`src/rtl/fifo_stream_reader.sv`:
```
// Read-side master for a 1-cycle-latency sync FIFO: pops words and presents them
// as a gap-free valid/ready stream through a 2-entry prefetch buffer.
module fifo_stream_reader #(
  parameter int DATA_WIDTH = 8,
  parameter int CNT_WIDTH  = 16
) (
  input  logic                  clk,
  input  logic                  rst,
  input  logic                  fifo_empty,
  output logic                  fifo_rd_en,
  input  logic [DATA_WIDTH-1:0] fifo_data,
  output logic                  m_valid,
  output logic [DATA_WIDTH-1:0] m_data,
  input  logic                  m_ready,
  output logic [CNT_WIDTH-1:0]  xfer_cnt
);

  typedef enum logic [1:0] {
    EMPTY = 2'd0,
    ONE   = 2'd1,
    TWO   = 2'd2
  } occ_t;

  occ_t                  occ;
  logic                  inflight;
  logic [DATA_WIDTH-1:0] slot1;
  logic                  pop;
  logic [2:0]            credit;

  assign pop = m_valid & m_ready;

  // Words held or arriving after this cycle's pop; a new read needs room for one more.
  always_comb begin
    credit     = {1'b0, occ} + {2'b00, inflight} - {2'b00, pop};
    fifo_rd_en = !rst && !fifo_empty && (credit <= 3'd1);
  end

  // m_data doubles as the head slot, so it is registered and holds while stalled.
  always_ff @(posedge clk) begin
    if (rst) begin
      occ      <= EMPTY;
      inflight <= 1'b0;
      m_valid  <= 1'b0;
      m_data   <= '0;
      slot1    <= '0;
      xfer_cnt <= '0;
    end else begin
      inflight <= fifo_rd_en;
      if (pop) xfer_cnt <= xfer_cnt + 1'b1;
      assert (!(occ == TWO && inflight));
      case (occ)
        EMPTY: begin
          if (inflight) begin
            occ     <= ONE;
            m_data  <= fifo_data;
            m_valid <= 1'b1;
          end
        end
        ONE: begin
          if (inflight && !pop) begin
            occ   <= TWO;
            slot1 <= fifo_data;
          end else if (pop && !inflight) begin
            occ     <= EMPTY;
            m_valid <= 1'b0;
          end else if (inflight && pop) begin
            m_data <= fifo_data;
          end
        end
        TWO: begin
          if (pop) begin
            occ    <= ONE;
            m_data <= slot1;
          end
        end
        default: begin
          occ     <= EMPTY;
          m_valid <= 1'b0;
        end
      endcase
    end
  end

endmodule
```
`config.mk`:
```
export PLATFORM = sky130hd
export DESIGN_NAME = fifo_stream_reader
export DESIGN_NICKNAME = d
export VERILOG_FILES = /design/src/rtl/fifo_stream_reader.sv
export SDC_FILE = /design/constraint.sdc
export NUM_CORES = 1
export LEC_CHECK = 0
export BUFFER_PORTS_ARGS = -buffer_cell sky130_fd_sc_hd__buf_2
export CORE_MARGIN = 5
export CORE_UTILIZATION = 45
export DETAILED_ROUTE_END_ITERATION = 8
export PLACE_DENSITY = 0.75
export SLEW_MARGIN = 25
export SYNTH_ARGS = -nofsm -noshare
export SYNTH_HDL_FRONTEND = slang
export SYNTH_SLANG_ARGS = --single-unit
```
`constraint.sdc`:
```
create_clock -name clk -period 4.45 [get_ports clk]
set_clock_uncertainty 0.05 [all_clocks]
set_input_delay 1.335 -clock clk [delete_from_list [all_inputs] [get_ports clk]]
set_output_delay 1.335 -clock clk [all_outputs]
set_load 0.01 [all_outputs]
```
==> flow_summary.json, run 1 <==
{
  "numPortBuffers": 37,
  "cts_buffers": 5,
  "ys_async_sr_fraction": 0,
  "ys_top_cells_by_area": "dfxtp_1 (44%), a21oi_1 (5.2%), mux2i_1 (4.9%)",
  "peakVddDrop_v": 0.000236,
  "setup_violations": 0,
  "grtUsageTotal": 0.158,
  "synth_area_mm2": 0.00164,
  "cts_hold_buffers": 0,
  "gr-total-overflow": 0,
  "tightestPinTransition_ns": 0.717,
  "outcome": "complete, no violations",
  "cts.clk_slew.worst_paths_ns": 0.07,
  "multi_input_area_um2": 895,
  "min_period_ns": 4.37,
  "slew_violations": 0,
  "post_synth.cell_area_avg_um2": 8.76,
  "yosysWarnings": 0,
  "r2r_setup_slack_ns": 2.32,
  "post_drt_wl_per_cell_um": 13.1,
  "fin_tns_setup_ns": 0,
  "gp_congestion": 0.813,
  "dieArea_mm2": 0.00495,
  "path_class": "input pin to output pin",
  "drive_gt1_frac": 0.289,
  "internal-power_mw": 0.523,
  "syn_nets": 203,
  "grt_max_degree": 38,
  "syn_inst": 187,
  "synth_top_area_cell": "dfxtp_1",
  "end_kind": "output pin",
  "cts_root_buf": "clkbuf_8",
  "dpl-instance-area_mm2": 0.00189,
  "initial_core_util": 0.454,
  "pwr-share-clk": 0.352,
  "nFillCells": 347,
  "post-route-util": 0.565,
  "ys_top_cells_by_count": "dfxtp_1 (36), a21oi_1 (17), nand2_1 (17), nor2_1 (15), nor3_1 (12)",
  "worstPathMaxFanout": 2,
  "p_sw_mw": 0.179,
  "drt_iter0_markers": 53,
  "grt_pass1_wl_mm": 6.34,
  "worstSkewPairLatency_ns": 0.28,
  "rsz0062_at_grt": "false",
  "crit_path_start_kind": "input pin",
  "cellPowerDensity_mw_per_mm2": 344,
  "synth-main-ff-cell": "dfxtp_1",
  "fin_total_pwr_mw": 0.701,
  "viasPerCell": 5.22,
  "antennaDiodeCount": 0,
  "numClockSinks": 36,
  "fin_crit_sh": 0.982,
  "design_area_mm2": 0.00204,
  "crit_required_ns": 3.06,
  "antenna_found_initial": 0,
  "hold_viol": 0,
  "vias": 1442,
  "synth-seq-cells": 36,
  "seq_power_share": 0.498,
  "h-tree-depth": 2,
  "fin_nets": 244,
  "cap_violations": 0,
  "hold_path.class": "register to register",
  "drc": 0,
  "clockBufferDepth": 2,
  "ios": 38,
  "fp.dieH_um": 70.3,
  "relSlewSlack": 0.521,
  "first_pass_iters": 4,
  "synth-edff-count": 0,
  "synth_cell_types": 38,
  "p_sw_frac": 0.255,
  "hpwl_mm": 2.52,
  "fmax_mhz": 229,
  "wl_mm": 3.62,
  "area_delta_synth_final_pct": 24.4,
  "synth_top_cell_area_share": 0.440,
  "p_leak_nw": 0.836,
  "core_area_mm2": 0.00361,
  "detail-route-antenna-nets": 0,
  "synth_most_common_cell": "dfxtp_1",
  "ff_latch_area_um2": 721,
  "fp-row-count": 22,
  "p_comb_frac": 0.149,
  "yosysSeqAreaShare": 0.440,
  "first_global_vias": 1398,
  "die_w_um": 70.3,
  "cts_tree": "done",
  "arrival_ns": 2.99
}
[worst paths after layout]
check / startpoint / to / cells past startpoint
worst max-delay path: m_ready / fifo_rd_en / 11
worst min-delay path: slot1[0]$_SDFFE_PP0P_ / slot1[0]$_SDFFE_PP0P_ / 2
worst max register to register: m_valid$_SDFFE_PP0P_ / inflight$_SDFF_PP0_ / 10
worst min register to register: slot1[0]$_SDFFE_PP0P_ / slot1[0]$_SDFFE_PP0P_ / 2
[worst max-delay path, cell delays in order]
cell	delay [ns]
buf_6	0.09
and2_4	0.15
inv_4	0.06
ha_4	0.20
inv_2	0.06
ha_4	0.12
inv_2	0.03
fa_2	0.34
xor2_2	0.17
nor4b_2	0.25
buf_2	0.18
[through the flow]
| step | hold slack, ns | setup WS (ns) | std cells |
|---|---|---|---|
| 2_1_floorplan | 0.386 | 0.0509 | 187 |
| 3_3_place_gp | 0.391 | 0.0530 | 268 |
| 3_5_place_dp | 0.396 | -0.0544 | 268 |
| 4_1_cts | 0.405 | -0.00187 | 276 |
| 5_1_grt | 0.421 | 0.0112 | 276 |
| 6_report | 0.403 | 0.0800 | 276 |
[repair_timing]
| action | 4_1_cts | 5_1_grt |
|---|---|---|
| setup endpoints to repair | 1 | 1 |
| gates resized for setup | 10 | 0 |
| pin swaps | 3 | 2 |
| buffers inserted | 1 | 0 |
[logic make-up (layout without fill, tap and decap cells)]
kind of cell,Yosys count,after routing,synth area share
compound gates,34,34,0.129
flops,36,36,0.440
mux,8,8,0.0489
fa+ha+maj,4,4,0.0351
simple gates,79,79,0.253
xor+xnor,10,10,0.0535
buf+inv,16,57,0.0405
[cell type report]
type                       instances  share of cell area
clock buffer                       7              0.0473
inverter                           7              0.0141
multi-input combinational        135               0.439
sequential                        36               0.354
tap                               48              0.0295
timing repair buffer              43               0.116
[cells in the final DEF (no fill, tap or decap), types with 2 or more instances in the layout]
cell and n:
ha_4 2, nand2b_1 3, o31ai_1 2, dfxtp_1 36
nand3_1 10, inv_1 4, buf_4 6, or2_1 2
nor4_1 3, or3_1 2, o21ai_0 3, a211oi_1 8
xnor2_1 7, nand4_1 4, nor3_1 12, clkbuf_8 7
inv_2 2, nor2_1 15, xor2_1 2, nand2_1 17
mux2i_1 8, buf_2 36, or4_1 2, a21oi_1 17
[power by group through the flow]
stage	logic, mW	registers [mW]	clock network (mW)
final	0.105	0.349	0.247
after global routing	0.115	0.351	0.269
after CTS	0.105	0.349	0.256
after detailed placement	0.0960	0.356	0
after global placement	0.0933	0.355	0
after floorplan	0.0558	0.359	0
[sequential cells by signal, summed over array words and instances, names as in the netlist]
signal	count
slot1	8
inflight	1
xfer_cnt	16
m_data	8
m_valid	1
occ	2
[layer usage]
| metal | wire [µm] | share of wire | global-route usage |
|---|---|---|---|
| met3 | 232 | 0.064 | 0.0576 |
| met1 | 1630 | 0.45 | 0.195 |
| met4 | 74 | 0.020 | 0.0638 |
| met5 | 0 | 0 | 0 |
| met2 | 1680 | 0.46 | 0.248 |
No activity file was read; power rests on OpenSTA's default activity.
==> run 2, diff against run 1 <==
--- a/config.mk
+++ b/config.mk
@@ -5,11 +5,13 @@
 export SDC_FILE = /design/constraint.sdc
 export NUM_CORES = 1
 export LEC_CHECK = 0
+export ABC_AREA = 1
 export BUFFER_PORTS_ARGS = -buffer_cell sky130_fd_sc_hd__buf_2
 export CORE_MARGIN = 5
-export CORE_UTILIZATION = 45
+export CORE_UTILIZATION = 54
 export DETAILED_ROUTE_END_ITERATION = 8
-export PLACE_DENSITY = 0.75
+export GPL_ROUTABILITY_DRIVEN = 0
+export PLACE_DENSITY = 0.85
 export SLEW_MARGIN = 25
 export SYNTH_ARGS = -nofsm -noshare
 export SYNTH_HDL_FRONTEND = slang
==> run 2 against run 1 <==
  * Final cell count rose by 27%
  * Sequential power grew 8.6%
  * Sequential share of layout area fell by 0.83 points
  * Combinational power is 98% higher
  * Utilization increased by 6.5 points
  * Clock power down 36%
  * Register-to-register slack better by 0.31 ns
  * Worst setup slack better by 0.072 ns
  * Power increased by 6.5%
  * Critical path type unchanged
  * Largest cell class unchanged
==> flow_summary.json, run 2 <==
{
  "outcome": "complete, no violations",
  "ys_top_cells_by_area": "dfxtp_1 (40%), nand2_1 (11%), inv_1 (8.7%)",
  "fp.dieH_um": 68.0,
  "synth_cell_types": 21,
  "dieArea_mm2": 0.00463,
  "r2r-start": "m_valid$_SDFFE_PP0P_",
  "area_delta_synth_final_pct": 14.7,
  "cts_root_buf": "clkbuf_4",
  "wl_met1_mm": 1.70,
  "synth_top_cell_area_share": 0.396,
  "worstSkewPairLatency_ns": 0.33,
  "synth_top_family_by_area": "simple AND/OR/NAND/NOR gates",
  "fp-row-count": 21,
  "ys_top_cells_by_count": "nand2_1 (54), inv_1 (42), dfxtp_1 (36), nor2_1 (27), o21ai_0 (21)",
  "layout_setup_ws_ns": 0.152,
  "first_global_vias": 1574,
  "hold_viol": 0,
  "viasPerCell": 4.86,
  "p_leak_nw": 0.998,
  "muxShareOfSynthArea": 0,
  "initial_core_util": 0.549,
  "drt_iter0_markers": 116,
  "antenna_found_initial": 0,
  "setup_violations": 0,
  "core_area_mm2": 0.00331,
  "post_drt_wl_per_cell_um": 10.6,
  "synth-edff-count": 0,
  "grt_max_degree": 32,
  "synth-main-ff-cell": "dfxtp_1",
  "peakVddDrop_v": 0.000200,
  "die_w_um": 68.0,
  "ff2ff_path_depth": 8,
  "r2r_setup_slack_ns": 2.63,
  "h-tree-depth": 2,
  "cap_violations": 0,
  "met3RoutedLength_um": 142,
  "syn_inst": 264,
  "synth-seq-cells": 36,
  "layout_commonest_cell": "nand2_1",
  "tightestPinTransition_ns": 0.476,
  "ys_async_sr_fraction": 0,
  "hold_end": "slot1[4]$_SDFFE_PP0P_",
  "grt_pass1_wl_mm": 6.21,
  "fin_tns_setup_ns": 0,
  "wl_mm": 3.71,
  "fin_total_pwr_mw": 0.747,
  "post_cts_buffers": 0,
  "synth_area_mm2": 0.00182,
  "fmax_mhz": 233,
  "crit_required_ns": 3.06,
  "first_pass_iters": 4,
  "cts.clk_slew.worst_paths_ns": 0.09,
  "cts_buffers": 5,
  "grtUsageTotal": 0.175,
  "largest_reg_flops": 16,
  "synth_most_common_cell": "nand2_1",
  "synth_simple_gate_area_frac": 0.324,
  "design_area_mm2": 0.00209,
  "vias": 1702,
  "fin_cells": 350,
  "holdWs_ns": 0.406,
  "pre_cts_slack_ns": 0.127,
  "maxUsedRoutingLayer": "met4",
  "ios": 38,
  "hpwl_mm": 2.75,
  "drive_gt1_frac": 0.237,
  "fin_crit_sh": 0.966,
  "hold_depth": 2,
  "hold_path_startpoint": "slot1[4]$_SDFFE_PP0P_",
  "numClockSinks": 36,
  "synth-xor-area-share": 0.00482,
  "path_class": "input pin to output pin",
  "relSlewSlack": 0.682,
  "synth_top_area_cell": "dfxtp_1",
  "cts_resized": 0,
  "arrival_ns": 2.91,
  "yosysSeqAreaShare": 0.396,
  "wl_met2_mm": 1.76,
  "regToRegEndpoint": "inflight$_SDFF_PP0_",
  "hold_path.class": "register to register",
  "end_kind": "output pin",
  "gr-total-overflow": 0,
  "worstPathMaxFanout": 2,
  "final_cell_mix": "nand2_1 (54), inv_1 (42), buf_2 (37)",
  "post_synth.cell_area_avg_um2": 6.89,
  "dpl-instance-area_mm2": 0.00204,
  "cts_tree": "done",
  "drc": 0,
  "slew_violations": 0,
  "cellPowerDensity_mw_per_mm2": 358,
  "cts_hold_buffers": 0,
  "crit_path_start_kind": "input pin",
  "rsz0062_at_grt": "false",
  "detail-route-antenna-nets": 0,
  "fin_nets": 320,
  "synth-compound-area-share": 0.136,
  "yosysWarnings": 0,
  "place_inst": 343,
  "numPortBuffers": 37,
  "top_register": "xfer_cnt",
  "reg_top3": "xfer_cnt (16), m_data (8), slot1 (8)",
  "min_period_ns": 4.30,
  "post-route-util": 0.630,
  "synth_fa_ha_area_frac": 0.0317,
  "syn_nets": 280,
  "antennaDiodeCount": 0,
  "clockBufferDepth": 2
}
run 2: changes by cell type after synthesis, moves of 5 or more:
cell / previous run / this run
a211oi_1: 8 / 0
inv_1: 6 / 42
mux2i_1: 8 / 0
nand2_1: 17 / 54
nand2_2: 0 / 5
nor2_1: 15 / 27
nor2_2: 0 / 18
nor3_1: 12 / 5
o21ai_0: 3 / 21
o21ai_1: 0 / 7
xnor2_1: 7 / 0
run 2: cells by family after synthesis:
| logic type | count (synthesis) |
|---|---|
| AOI/OAI and AO/OA | 49 |
| DFF | 36 |
| adders and majority gates | 4 |
| buffers and inverters | 48 |
| and+or+nand+nor | 126 |
| xor gates and xnor gates | 1 |
run 2: worst max path at each step:
stage,start,to,slack [ns],cells past startpoint
2_1_floorplan,m_ready,fifo_rd_en,0.30,8
3_3_place_gp,m_ready,fifo_rd_en,0.16,10
3_5_place_dp,m_ready,fifo_rd_en,0.13,10
4_1_cts,m_ready,fifo_rd_en,0.12,10
5_1_grt,m_ready,fifo_rd_en,0.04,10
6_report,m_ready,fifo_rd_en,0.15,10
run 2: metal layers:
metal / track usage / vias up
li1: - / 903
met1: 0.195 / 753
met2: 0.309 / 36
met3: 0.0345 / 10
met4: 0.0968 / 0
met5: 0 / -
run 2: cell type report:
type,count,area [µm²]
sequential,36,721
inverter,42,158
clock buffer,6,41.3
multi-input combinational,180,903
tap,46,57.6
timing repair buffer,39,200
clock inverter,1,5.00
fill,324,1220
run 2: report_power, final:
group          internal [mW]  switching, mW  leakage [nW]  total (mW)
registers              0.357         0.0221         0.293       0.379
logic                 0.0794          0.129         0.677       0.208
clock network         0.0582          0.101        0.0281       0.159
run 2: worst max-delay path: stages:
cell and delay (ns):
buf_2 0.10, nand2_2 0.06, ha_1 0.29, inv_1 0.07, ha_1 0.13, inv_1 0.05, fa_1 0.48, nand2_1 0.06
nor3_1 0.17, buf_2 0.16
